[config.mk]
export PLATFORM = sky130hd
export DESIGN_NAME = axi4_rd_arbiter
export DESIGN_NICKNAME = d
export VERILOG_FILES = /design/src/rtl/axi4_rd_arbiter.sv
export SDC_FILE = /design/constraint.sdc
export NUM_CORES = 1
export LEC_CHECK = 0
export ABC_CLOCK_PERIOD_IN_PS = 1400
export CORE_MARGIN = 1
export CORE_UTILIZATION = 30
export CTS_BUF_LIST = sky130_fd_sc_hd__clkbuf_4
export CTS_CLUSTER_DIAMETER = 100
export CTS_CLUSTER_SIZE = 8
export DETAILED_ROUTE_END_ITERATION = 7
export PLACE_DENSITY = 0.78
export SLEW_MARGIN = 5
export SYNTH_ARGS = -nofsm -noshare
export SYNTH_HDL_FRONTEND = slang
export SYNTH_SLANG_ARGS = --single-unit
[constraint.sdc]
create_clock -name ACLK -period 1.4 [get_ports ACLK]
set_input_delay 0.28 -clock ACLK [delete_from_list [all_inputs] [get_ports ACLK]]
set_output_delay 0.28 -clock ACLK [all_outputs]
set_load 0.01 [all_outputs]
[src/rtl/axi4_rd_arbiter.sv]
// Two-master AXI4 read arbiter with a single outstanding transaction.
// The AR request is registered, and the R channel is steered back to the granted master.
module axi4_rd_arbiter #(
  parameter int ADDR_WIDTH = 32,
  parameter int DATA_WIDTH = 32,
  parameter int ID_WIDTH   = 4
) (
  input  logic                  ACLK,
  input  logic                  ARESETN,

  input  logic [ADDR_WIDTH-1:0] S0_ARADDR,
  input  logic [7:0]            S0_ARLEN,
  input  logic [ID_WIDTH-1:0]   S0_ARID,
  input  logic                  S0_ARVALID,
  output logic                  S0_ARREADY,
  output logic [DATA_WIDTH-1:0] S0_RDATA,
  output logic [ID_WIDTH-1:0]   S0_RID,
  output logic [1:0]            S0_RRESP,
  output logic                  S0_RLAST,
  output logic                  S0_RVALID,
  input  logic                  S0_RREADY,

  input  logic [ADDR_WIDTH-1:0] S1_ARADDR,
  input  logic [7:0]            S1_ARLEN,
  input  logic [ID_WIDTH-1:0]   S1_ARID,
  input  logic                  S1_ARVALID,
  output logic                  S1_ARREADY,
  output logic [DATA_WIDTH-1:0] S1_RDATA,
  output logic [ID_WIDTH-1:0]   S1_RID,
  output logic [1:0]            S1_RRESP,
  output logic                  S1_RLAST,
  output logic                  S1_RVALID,
  input  logic                  S1_RREADY,

  output logic [ADDR_WIDTH-1:0] M_ARADDR,
  output logic [7:0]            M_ARLEN,
  output logic [ID_WIDTH-1:0]   M_ARID,
  output logic                  M_ARVALID,
  input  logic                  M_ARREADY,
  input  logic [DATA_WIDTH-1:0] M_RDATA,
  input  logic [ID_WIDTH-1:0]   M_RID,
  input  logic [1:0]            M_RRESP,
  input  logic                  M_RLAST,
  input  logic                  M_RVALID,
  output logic                  M_RREADY,

  output logic                  GRANT,
  output logic                  PROTO_ERR
);

  typedef enum logic [1:0] {
    IDLE = 2'd0,
    ADDR = 2'd1,
    DATA = 2'd2
  } state_e;

  state_e                  state_q, state_d;
  logic                    lastGrant_q, lastGrant_d;
  logic                    grant_q, grant_d;
  logic                    protoErr_q, protoErr_d;
  logic [7:0]              beatCnt_q, beatCnt_d;
  logic [ADDR_WIDTH-1:0]   arAddr_q, arAddr_d;
  logic [7:0]              arLen_q, arLen_d;
  logic [ID_WIDTH-1:0]     arId_q, arId_d;

  logic                    anyReq;
  logic                    winner;
  logic                    selRready;
  logic                    rHandshake;

  // On a tie the master that did not win last time is chosen.
  always_comb begin
    anyReq = S0_ARVALID | S1_ARVALID;
    if (S0_ARVALID && S1_ARVALID) begin
      winner = ~lastGrant_q;
    end else begin
      winner = S1_ARVALID;
    end
  end

  assign selRready  = grant_q ? S1_RREADY : S0_RREADY;
  assign rHandshake = (state_q == DATA) && M_RVALID && selRready;

  always_ff @(posedge ACLK or negedge ARESETN) begin
    if (!ARESETN) begin
      state_q     <= IDLE;
      lastGrant_q <= 1'b1;
      grant_q     <= 1'b0;
      protoErr_q  <= 1'b0;
      beatCnt_q   <= '0;
      arAddr_q    <= '0;
      arLen_q     <= '0;
      arId_q      <= '0;
    end else begin
      state_q     <= state_d;
      lastGrant_q <= lastGrant_d;
      grant_q     <= grant_d;
      protoErr_q  <= protoErr_d;
      beatCnt_q   <= beatCnt_d;
      arAddr_q    <= arAddr_d;
      arLen_q     <= arLen_d;
      arId_q      <= arId_d;
    end
  end

  // Handshake outputs are qualified by ARESETN so they drop during reset.
  always_comb begin
    state_d     = state_q;
    lastGrant_d = lastGrant_q;
    grant_d     = grant_q;
    protoErr_d  = protoErr_q;
    beatCnt_d   = beatCnt_q;
    arAddr_d    = arAddr_q;
    arLen_d     = arLen_q;
    arId_d      = arId_q;
    S0_ARREADY  = 1'b0;
    S1_ARREADY  = 1'b0;
    M_ARVALID   = 1'b0;
    M_RREADY    = 1'b0;
    S0_RVALID   = 1'b0;
    S1_RVALID   = 1'b0;
    S0_RLAST    = 1'b0;
    S1_RLAST    = 1'b0;

    if (ARESETN) begin
      case (state_q)
        IDLE: begin
          if (anyReq) begin
            S0_ARREADY = ~winner;
            S1_ARREADY = winner;
            grant_d    = winner;
            arAddr_d   = winner ? S1_ARADDR : S0_ARADDR;
            arLen_d    = winner ? S1_ARLEN  : S0_ARLEN;
            arId_d     = winner ? S1_ARID   : S0_ARID;
            state_d    = ADDR;
          end
        end

        ADDR: begin
          M_ARVALID = 1'b1;
          if (M_ARREADY) begin
            beatCnt_d = '0;
            state_d   = DATA;
          end
        end

        DATA: begin
          M_RREADY  = selRready;
          S0_RVALID = ~grant_q & M_RVALID;
          S1_RVALID = grant_q & M_RVALID;
          S0_RLAST  = ~grant_q & M_RLAST;
          S1_RLAST  = grant_q & M_RLAST;
          // Only RLAST ends the burst; a length mismatch just raises the sticky flag.
          if (rHandshake) begin
            beatCnt_d = beatCnt_q + 8'd1;
            if (M_RLAST) begin
              if (beatCnt_q != arLen_q) begin
                protoErr_d = 1'b1;
              end
              lastGrant_d = grant_q;
              state_d     = IDLE;
            end else if (beatCnt_q == arLen_q) begin
              protoErr_d = 1'b1;
            end
          end
        end

        default: begin
          state_d = IDLE;
        end
      endcase
    end
  end

  assign M_ARADDR  = arAddr_q;
  assign M_ARLEN   = arLen_q;
  assign M_ARID    = arId_q;

  assign S0_RDATA  = M_RDATA;
  assign S0_RID    = M_RID;
  assign S0_RRESP  = M_RRESP;
  assign S1_RDATA  = M_RDATA;
  assign S1_RID    = M_RID;
  assign S1_RRESP  = M_RRESP;

  assign GRANT     = grant_q;
  assign PROTO_ERR = protoErr_q;

endmodule

Word-level counts from Yosys, hierarchy flattened
Index checks and enable logic that the tools add are counted.
Cells by class
  bitwise operators: 8
  eq/ne operators: 9
  reductions and logical operators: 11
  multiplexer cells: 34
  $add $sub $neg: 1
Operators by type and width (number)
  32-bit 2-to-1 mux: 1
  8-bit 2-to-1 mux: 3
  1-bit 2-to-1 mux: 23
  8-bit one-hot mux with 2 select lines: 1
  5-bit AND reduction: 2
  8-bit by 1-bit adder with 8-bit output, second input constant: 1
  8-bit == test: 1
  2-bit 2-to-1 mux: 4
  2-bit != test, second input constant: 4
  8-bit != test: 1
  4-bit AND reduction: 2
  2-bit one-hot mux with 3 select lines: 1
  1-bit AND: 4
  4-bit 2-to-1 mux: 1
  2-bit nonzero test: 2
  1-bit logical AND: 3
  1-bit NOT: 3
  3-bit AND reduction: 1
  2-bit by 1-bit == test with 1-bit output, second input constant: 1
  2-bit == test, second input constant: 1
  2-bit zero test: 1
  2-bit by 1-bit != test with 1-bit output, second input constant: 1
  1-bit bitwise OR: 1
Word-level totals
  bits of input ports: 135
  register bits after elaboration: 57

Depth between registers and ports, before layout
Gate-level depths: netlist of run 1.
  depth in word-level cells: 6
  mapped depth: 6
  depth with buffers taken out: 5

Least setup slack after synthesis of run 1
OpenSTA, ideal clock, no wires.
  path type: register to register
  start: register grant_q, in the netlist GRANT
  end: register protoErr_q, in the netlist PROTO_ERR
  data required time: 1.274 ns
  arrival time: 1.448 ns
  buffers on the path: 0
  setup slack: -0.174 ns
  period minus slack after synthesis: 1.574 ns
  cell stages (with the launch flop): 5
  cell sequence: dfrtp_1 mux2i_4 nor2_2 and4b_1 a311o_1
On the way
  cells in the longest elaborated chain, start to end: 3
Ends and longest elaborated chain
  from (decl): line 59  | logic grant_q, grant_d;
  from (signal assigned): line 97  | grant_q <= grant_d;
  1-bit 2-to-1 mux: line 81  | assign selRready = grant_q ? S1_RREADY : S0_RREADY;
  1-bit logical AND: line 82  | assign rHandshake = (state_q == DATA) && M_RVALID && selRready;
  5-bit AND reduction (no source line)
  to (signal assigned): line 98  | protoErr_q <= protoErr_d;
  to (decl): line 60  | logic protoErr_q, protoErr_d;
Every way passes these cells.
A chain may end at the register's enable or synchronous reset.

Worst setup path after layout of run 1
  start: register state_q[0]
  end: output port S0_ARREADY
On the way
  cells in the longest elaborated chain, start to end: 3
Ends and longest elaborated chain
  from (decl): line 57  | state_e state_q, state_d;
  from (signal assigned): line 95  | state_q <= state_d;
  2-bit zero test: line 126  | case (state_q)
  1-bit 2-to-1 mux: line 126
  1-bit 2-to-1 mux: line 125  | if (ARESETN) begin
  to (decl): line 15  | output logic S0_ARREADY,
Every way passes these cells.

==> results.md, run 1 <==
* Later-pin clock latency in the skew report at 0.39 ns
* Startpoint Class: register
* Failing checks: setup timing
* Slew Limit Fails at 0
* 1st-iter DRT viols at 78
* CTS clk-pin slew, worst paths at 0.10 ns
* Fin util at 47.8%
* Diodes inserted at 0
* CTS tree: built
* Post-synthesis sequential area ratio at 43.6%
* Slew headroom at 52.7%
* Final ANT Viol Nets at 0
* Status: finished, violations left
* Asr flop ratio synth at 100%
* Die Y at 106 um
* Post-route cell area at 5000 um2
* Dpl ws at -0.528 ns
* Die ar. at 11300 um2
* Layout Skew at 0.0131 ns
* TritonRoute pass-1 iters at 4
* Vias in the first global route at 2884
* CP max FO at 2
* Filler cells at 968
* Main flop type after synthesis: dfrtp_1
* Initial antenna violation count at 0
* Via count at 2802
* EDFF count, synth at 0
* Setup ws final at -0.415 ns
* Clock Tree Root: clkbuf_4
* # IOs at 265
* Clk sinks at 57
* Setup-violating endpoint count in the final report at 63
* Synthesized flop and latch total at 57
* Mapped cell area at 3270 um2
* Drt drc at 0
* Final Hold Viols at 0
* Mean post-synth cell area at 10.7 um2
* Cell variety after synth at 36
* Worst-Margin Slew at 0.707 ns
* TritonCTS Buffers at 9
* H-tree levels at 3
* I/O Buffers at 150
* Rows at 37
* WP data arrival at 1.53 ns
* Placed inst area at 4570 um2
* First-pass GRT wire length at 15600 um
* Final period utilization at 130%
* Min-delay worst type: in -> async
* Post-DP HPWL at 7540 um
* Placer Congestion at 0.772
* Width of the die at 106 um
* Routed WL per cell at 18.3 um
* Layout cells sized above 1 at 25.3%
* Largest net degree at the start of global routing at 47
* CP Data Required Time at 1.12 ns
* Fin crit period at 1.81 ns
* Core box area at 10500 um2
* Initial Util at 31.3%
* Max Cap Violations at 0
* # nets final at 570
* P&R area growth vs syn at 52.8%
* Via/cell ratio at 4.88
* PwrDens at 1770 nW/um2
* Final Routed Wirelength at 10500 um
* Peak Freq at 551 MHz
* All-Layer GR Usage at 18.2%
* Post-Syn Instances at 306
* Unrepaired setup endpoints after global routing: true
* Peak ir drop on the vdd network at 1.60 mV
* Synth warn at 0
* Max clock buf depth at 2
* Kind of critical path: reg -> out
* Syn Nets at 442
* Endpoint class of the critical path: output port
* Pleak at 2.57 nW
* Gr ovfl total at 0
## timing repair
action / CTS / global route
gates resized for setup: 141 / 37
hold endpoints to repair: 14 / 0
setup buffers: 19 / 10
setup endpoints to repair: 110 / 97
pin swaps: 11 / 7
hold buffers: 2 / 0
gates cloned: 0 / 0
## cell families after synthesis
family,synth area share (%)
adder cells (fa/ha/maj),0.382
AND/OR/NAND/NOR,7.68
XOR/XNOR,3.75
AO/OA/AOI/OAI,23.5
multiplexers,1.34
buffers and inverters,19.7
flip-flops,43.6
## flip-flops by register name (all words and copies together), names as in the netlist
signal / count
PROTO_ERR: 1
state_q: 2
M_ARADDR: 32
lastGrant_q: 1
beatCnt_q: 8
M_ARID: 4
GRANT: 1
M_ARLEN: 8
## worst paths after layout
check / start / to / slack [ns] / cells after the start
worst max-delay path: state_q[0] / S0_ARREADY / -0.41 / 5
worst min-delay path: ARESETN / state_q[0] / 0.1 / 3
worst max register to register: state_q[0] / M_ARADDR[27] / -0.33 / 6
worst min register to register: PROTO_ERR / PROTO_ERR / 0.50 / 1
max in group asynchronous: ARESETN / M_ARADDR[2] / 0.20 / 4
min in group ACLK: ARESETN / state_q[0] / 0.36 / 5
## cells in the mapped netlist (2+ instances only)
master,number,share of area [%]
buf_4,76,17
nand3_1,2,0.31
and3_1,3,0.57
nand2_1,11,1.3
xor2_1,8,2.1
nor2_1,9,1.0
dfrtp_1,56,43
xnor2_1,6,1.6
and3b_1,2,0.54
a22o_1,44,12
buf_2,12,1.8
a21o_1,46,11
nor4_1,5,0.96
o21ai_0,3,0.46
buf_1,2,0.23
## critical path, cell delays in order (launching register included)
cell and delay, ns:
dfrtp_1 0.43, nor3b_4 0.24, buf_4 0.16, o21ai_4 0.06, a21oi_4 0.11, buf_2 0.14
## cells in the final DEF, fill, tap and decap left out, types with 3 or more instances in the layout
master,netlist,final
o21ai_0,3,3
dfrtp_1,56,55
nor2_1,9,7
buf_6,0,10
buf_4,76,49
a21o_1,46,46
nand2_1,11,10
xnor2_1,6,6
dlygate4sd2_1,0,4
buf_12,0,3
clkdlybuf4s50_1,0,95
clkdlybuf4s15_1,0,31
xor2_1,8,8
nor4_4,0,3
a22o_1,44,44
buf_2,12,12
clkbuf_4,0,10
## metrics by stage
step           cells  setup TNS [ns]  hold slack [ns]  power (mW)
2_1_floorplan    306           -1.83          -0.0156        5.20
3_3_place_gp     533          -27.12            0.410        7.27
3_5_place_dp     533          -29.36            0.418        7.37
4_1_cts          566          -17.69           0.0745        8.61
5_1_grt          574          -24.09            0.127        9.43
6_report         574          -18.30           0.0962        8.86
## power breakdown
part           total (mW)  leakage (nW)  internal, mW  switching, mW
combinational        4.88          1.79          2.90           1.99
clock                1.15        0.0711         0.538          0.607
sequential           2.83         0.709          2.38          0.449
total                8.86          2.57          5.81           3.04
## routing by layer
| metal | part of all wire [%] | vias up | global-route usage [%] |
|---|---|---|---|
| met5 | 0 | - | 0 |
| met4 | 1.1 | 0 | 6.26 |
| met3 | 11 | 10 | 7.54 |
| met2 | 50 | 180 | 31.4 |
| met1 | 38 | 1340 | 20.0 |
| li1 | - | 1272 | - |
## layout make-up
type                       instances  area (um2)  share of cell area, %
clock buffer                      10        75.1                   1.50
sequential                        57        1430                   28.6
clock inverter                     5        47.5                  0.951
inverter                           1        3.75                 0.0751
multi-input combinational        157        1350                   27.0
timing repair buffer             208        1930                   38.5
tap                              136         170                   3.40
No activity file was read; power rests on OpenSTA's default activity.
==> run 2, diff against run 1 <==
CORE_MARGIN = 2   (was 1)
==> results.md, run 2 (synthesis gave the netlist of run 1 again) <==
* Later-pin clock latency in the skew report at 0.41 ns (was 0.39 ns)
* Setup ws final at -0.402 ns (was -0.415 ns)
* PwrDens at 1770 nW/um2 (about the same)
* Multi-input gate area at 1350 um2 (about the same)
* Layout Skew at 0.00700 ns (was 0.0131 ns)
* Min-delay worst type: in -> reg (was in -> async)
* Post-DP HPWL at 7860 um (was 7540 um)
* Vias in the first global route at 2911 (was 2884)
* Post-route cell area at 5030 um2 (was 5000 um2)
* Final ANT Viol Nets at 0 (unchanged)
* TritonRoute pass-1 iters at 4 (unchanged)
* Clk sinks at 57 (unchanged)
* Largest net degree at the start of global routing at 47 (unchanged)
* Initial Util at 30.5% (was 31.3%)
* # IOs at 265 (unchanged)
* Die ar. at 11800 um2 (was 11300 um2)
* Via count at 2796 (was 2802)
* H-tree levels at 3 (unchanged)
* P&R area growth vs syn at 53.7% (was 52.8%)
* Final Hold Viols at 0 (unchanged)
* Routed WL per cell at 18.3 um (about the same)
* Diodes inserted at 0 (unchanged)
* Drt drc at 0 (unchanged)
* Layout cells sized above 1 at 25.7% (was 25.3%)
* Clock power share at 13.1% (was 12.9%)
* I/O Buffers at 150 (unchanged)
* Dpl ws at -0.516 ns (was -0.528 ns)
* Power share of the combinational group at 54.6% (was 55.2%)
* TritonCTS Buffers at 9 (unchanged)
* WP data arrival at 1.52 ns (was 1.53 ns)
* Width of the die at 108 um (was 106 um)
* Fin util at 46.8% (was 47.8%)
* Placed inst area at 4590 um2 (was 4570 um2)
* CTS tree: built (unchanged)
* Initial antenna violation count at 0 (unchanged)
* Hold Path Stages at 5
* Via/cell ratio at 4.86 (was 4.88)
* 1st-iter DRT viols at 99 (was 78)
* Kind of critical path: reg -> out (unchanged)
* First-pass GRT wire length at 15300 um (was 15600 um)
* Placer Congestion at 0.799 (was 0.772)
* Peak ir drop on the vdd network at 1.20 mV (was 1.60 mV)
* R2R depth at 6 (unchanged)
* Final Routed Wirelength at 10500 um (about the same)
* Worst hold slack at 0.351 ns (was 0.0962 ns)
* CTS clk-pin slew, worst paths at 0.09 ns (was 0.10 ns)
* Endpoint class of the critical path: output port (unchanged)
* All-Layer GR Usage at 17.5% (was 18.2%)
* Max clock buf depth at 2 (unchanged)
* Sw Pwr at 3.09 mW (was 3.04 mW)
* Internal power at 5.83 mW (was 5.81 mW)
* Slew headroom at 64.0% (was 52.7%)
* Slew Limit Fails at 0 (unchanged)
* Worst-Margin Slew at 0.540 ns (was 0.707 ns)
* Filler cells at 1019 (was 968)
* Final TNS setup at -17.14 ns (was -18.30 ns)
* Sw frac at 34.6% (was 34.4%)
* CP max FO at 2 (unchanged)
* Unrepaired setup endpoints after global routing: true (unchanged)
* Setup-violating endpoint count in the final report at 64 (was 63)
* Failing checks: setup timing (unchanged)
* Peak Freq at 555 MHz (was 551 MHz)
* Sequential power share at 32.2% (was 31.9%)
* Most common cell after layout, fill and taps aside: clkdlybuf4s50_1 (unchanged)
* Fin crit period at 1.80 ns (was 1.81 ns)
* # nets final at 566 (was 570)
* Pleak at 2.55 nW (was 2.57 nW)
* Status: finished, violations left (unchanged)
* Core box area at 10700 um2 (was 10500 um2)
* Final period utilization at 129% (was 130%)
* Die Y at 108 um (was 106 um)
* Commonest non-fill, non-tap cells in the layout: clkdlybuf4s50_1 (95), dfrtp_1 (55), a21o_1 (46) (was clkdlybuf4s50_1 (95), dfrtp_1 (55), buf_4 (49))
* Clock Tree Root: clkbuf_4 (unchanged)
* Gr ovfl total at 0 (unchanged)
* Sequential cell area at 1430 um2 (unchanged)
* Rows at 38 (was 37)
* Max Cap Violations at 0 (unchanged)
* Max reg flops at 32 (unchanged)
* CP Data Required Time at 1.12 ns (about the same)
* Startpoint Class: register (unchanged)
==> run 2: cell types whose count changed in the layout (fill, tap and decap cells not counted), moves of 3 or more <==
cell | before | now
buf_4 | 49 | 39
buf_6 | 10 | 19
buf_2 | 12 | 8
dlygate4sd2_1 | 4 | 0
clkdlybuf4s15_2 | 0 | 3
==> run 2: repair_timing <==
item | 4_1_cts | 5_1_grt
buffers inserted | 14 | 9
pin swaps | 8 | 11
hold endpoints to repair | 37 | 0
endpoints found under the setup margin | 110 | 79
gates resized for setup | 163 | 32
hold buffers | 3 | 0
==> run 2: path summary, 6_finish.rpt <==
path | startpoint | slack (ns) | end
min in group asynchronous | ARESETN | 0.42 | GRANT
setup / recovery | state_q[0] | -0.40 | S0_ARREADY
hold reg to reg | PROTO_ERR | 0.50 | PROTO_ERR
hold / removal | ARESETN | 0.35 | state_q[0]
max in group asynchronous | ARESETN | 0.60 | M_ARADDR[1]
setup reg to reg | state_q[0] | -0.30 | M_ARADDR[8]
==> run 2: power groups by stage <==
stage	Sequential [mW]	Combinational (mW)	Clock (mW)
final	2.88	4.88	1.17
after CTS	2.85	4.61	1.23
after global placement	2.89	4.42	0
after global routing	2.94	5.23	1.30
after floorplan	3.18	2.02	0
after detailed placement	2.90	4.53	0
==> run 2: worst max-delay path, stage by stage (launching register included) <==
cell	delay, ns
dfrtp_1	0.42
nor3b_4	0.25
buf_6	0.13
o21ai_4	0.06
a21oi_4	0.12
buf_2	0.14
==> run 2: stage by stage <==
stage               power [mW]  std cells
finish                    8.92        575
global placement          7.31        539
CTS                       8.69        570
global route              9.47        575
detailed placement        7.42        539
floorplan                 5.20        306
==> run 2: area by class of cell <==
type	count	share of cell area (%)
clock buffer	11	1.64
clock inverter	5	0.920
inverter	1	0.0746
multi-input combinational	157	26.8
sequential	57	28.4
tap	140	3.48
timing repair buffer	204	38.7
==> run 2: per-layer routing <==
metal / up-vias / wire [um] / GRT usage (%)
met5: - / 0 / 0
met4: 0 / 187 / 7.60
met3: 15 / 1180 / 7.35
met2: 202 / 5340 / 30.3
met1: 1317 / 3800 / 18.6
li1: 1262 / - / -
==> run 3, diff against run 2 <==
ABC_CLOCK_PERIOD_IN_PS = 1500   (was 1400)
clock period = 1.5 ns   (was 1.4 ns; I/O delays follow)
==> results.md, run 3 (synthesis gave the netlist of run 1 again) <==
* Via count at 2773 (was 2796)
* Largest net degree at the start of global routing at 52 (was 47)
* # IOs at 265 (unchanged)
* 1st-iter DRT viols at 93 (was 99)
* Setup ws final at -0.339 ns (was -0.402 ns)
* Unrepaired setup endpoints after global routing: true (unchanged)
* Status: finished, violations left (unchanged)
* # nets final at 558 (was 566)
* Final Hold Viols at 0 (unchanged)
* Slew Limit Fails at 0 (unchanged)
* Max clock buf depth at 2 (unchanged)
* Sequential cell area at 1430 um2 (unchanged)
* Slew headroom at 55.2% (was 64.0%)
* Max reg flops at 32 (unchanged)
* TritonRoute pass-1 iters at 4 (unchanged)
* Commonest non-fill, non-tap cells in the layout: clkdlybuf4s50_1 (95), dfrtp_1 (55), a21o_1 (46) (unchanged)
* Post-DP HPWL at 7710 um (was 7860 um)
* Placer Congestion at 0.764 (was 0.799)
* Post-route cell area at 4890 um2 (was 5030 um2)
* WP data arrival at 1.54 ns (was 1.52 ns)
* PwrDens at 1630 nW/um2 (was 1770 nW/um2)
* Final ANT Viol Nets at 0 (unchanged)
* Via/cell ratio at 4.88 (was 4.86)
* Most common cell after layout, fill and taps aside: clkdlybuf4s50_1 (unchanged)
* CTS tree: built (unchanged)
* Initial Util at 30.5% (unchanged)
* Highest routed layer: met4 (unchanged)
* H-tree levels at 3 (unchanged)
* Later-pin clock latency in the skew report at 0.41 ns (about the same)
* Rows at 38 (unchanged)
* Placed inst area at 4570 um2 (was 4590 um2)
* Final period utilization at 123%
* Die ar. at 11800 um2 (unchanged)
* WL met1 at 3910 um (was 3800 um)
* CTS clk-pin slew, worst paths at 0.11 ns (was 0.09 ns)
* Layout cells sized above 1 at 24.1% (was 25.7%)
* Failing checks: setup timing (unchanged)
* Kind of critical path: reg -> out (unchanged)
* Width of the die at 108 um (unchanged)
* Tot Pwr at 7.98 mW (was 8.92 mW)
* Endpoint class of the critical path: output port (unchanged)
* CP max FO at 6 (was 2)
* Pleak at 2.56 nW (was 2.55 nW)
* Layout Skew at 0.0134 ns (was 0.00700 ns)
* Fin crit period at 1.84 ns
* Vias in the first global route at 2932 (was 2911)
* Final Routed Wirelength at 10900 um (was 10500 um)
* Die Y at 108 um (unchanged)
* Metal2 WL at 5560 um (was 5340 um)
* Filler cells at 1057 (was 1019)
* Setup-violating endpoint count in the final report at 57 (was 64)
* Routed WL per cell at 19.2 um (was 18.3 um)
* Drt drc at 0 (unchanged)
* P&R area growth vs syn at 49.5% (was 53.7%)
* I/O Buffers at 150 (unchanged)
* Multi-input gate area at 1360 um2 (was 1350 um2)
* Clk sinks at 57 (unchanged)
* TritonCTS Buffers at 9 (unchanged)
* Gr ovfl total at 0 (unchanged)
* Peak Freq at 544 MHz
* All-Layer GR Usage at 17.9% (was 17.5%)
* Clock Tree Root: clkbuf_4 (unchanged)
* Min-delay worst type: in -> async (was in -> reg)
* Worst-Margin Slew at 0.672 ns (was 0.540 ns)
* First-pass GRT wire length at 15700 um (was 15300 um)
* Core box area at 10700 um2 (unchanged)
* Max Cap Violations at 0 (unchanged)
* Initial antenna violation count at 1 (was 0)
* Peak ir drop on the vdd network at 1.23 mV (was 1.20 mV)
* Startpoint Class: register (unchanged)
* Met3 Wirelength at 1190 um (was 1180 um)
* CP Data Required Time at 1.20 ns (was 1.12 ns)
-- run 3: where the power goes --
part / switching [mW] / internal [mW] / total, mW
sequential: 0.428 / 2.22 / 2.65
clock: 0.620 / 0.491 / 1.11
combinational: 1.81 / 2.41 / 4.22
total: 2.85 / 5.12 / 7.98
-- run 3: path summary, 6_finish.rpt --
| path | startpoint | end | slack, ns | depth (start not counted) |
|---|---|---|---|---|
| min | ARESETN | beatCnt_q[0] | 0.18 | 3 |
| max in group asynchronous | ARESETN | beatCnt_q[6] | 0.69 | 3 |
| max | state_q[1] | S1_RLAST | -0.34 | 4 |
| max reg2reg | lastGrant_q | M_ARADDR[9] | -0.22 | 6 |
| min in group ACLK | ARESETN | PROTO_ERR | 0.34 | 3 |
| min reg2reg | PROTO_ERR | PROTO_ERR | 0.51 | 1 |
-- run 3: timing repair --
| action | CTS | global route |
|---|---|---|
| setup buffers | 11 | 4 |
| hold endpoints to repair | 8 | 0 |
| hold buffers | 1 | 0 |
| endpoints found under the setup margin | 107 | 67 |
| resized for setup | 117 | 27 |
| pin swaps | 9 | 10 |
-- run 3: area by class of cell --
| class | instances | share of cell area [%] |
|---|---|---|
| well taps | 140 | 3.58 |
| diodes | 1 | 0.0511 |
| flip-flops and latches | 57 | 29.2 |
| inverters | 1 | 0.0767 |
| clock buffers | 9 | 1.38 |
| multi-input cells | 157 | 27.8 |
| clock inverters | 7 | 1.25 |
| repair buffers | 196 | 36.7 |
-- run 3: metal layers --
metal | vias up | track usage, %
li1 | 1246 | -
met1 | 1330 | 20.2
met2 | 178 | 29.9
met3 | 19 | 6.39
met4 | 0 | 9.25
met5 | - | 0
-- run 3: critical path, cell delays in order, from the launching register on --
cell and delay [ns]:
dfrtp_1 0.43, buf_4 0.17, and3b_2 0.21, and3_1 0.18, buf_2 0.13
-- run 3: through the flow --
| stage | util, % | hold slack (ns) | TNS [ns] | worst slack, ns | std cells |
|---|---|---|---|---|---|
| 2_1_floorplan | - | 0.00441 | -0.426 | -0.0151 | 306 |
| 3_3_place_gp | 42.5 | 0.240 | -19.49 | -0.420 | 536 |
| 3_5_place_dp | 42.5 | 0.244 | -22.30 | -0.464 | 536 |
| 4_1_cts | 44.5 | 0.173 | -10.78 | -0.368 | 563 |
| 5_1_grt | 45.5 | 0.238 | -15.99 | -0.409 | 568 |
| 6_report | 45.5 | 0.181 | -10.35 | -0.339 | 568 |
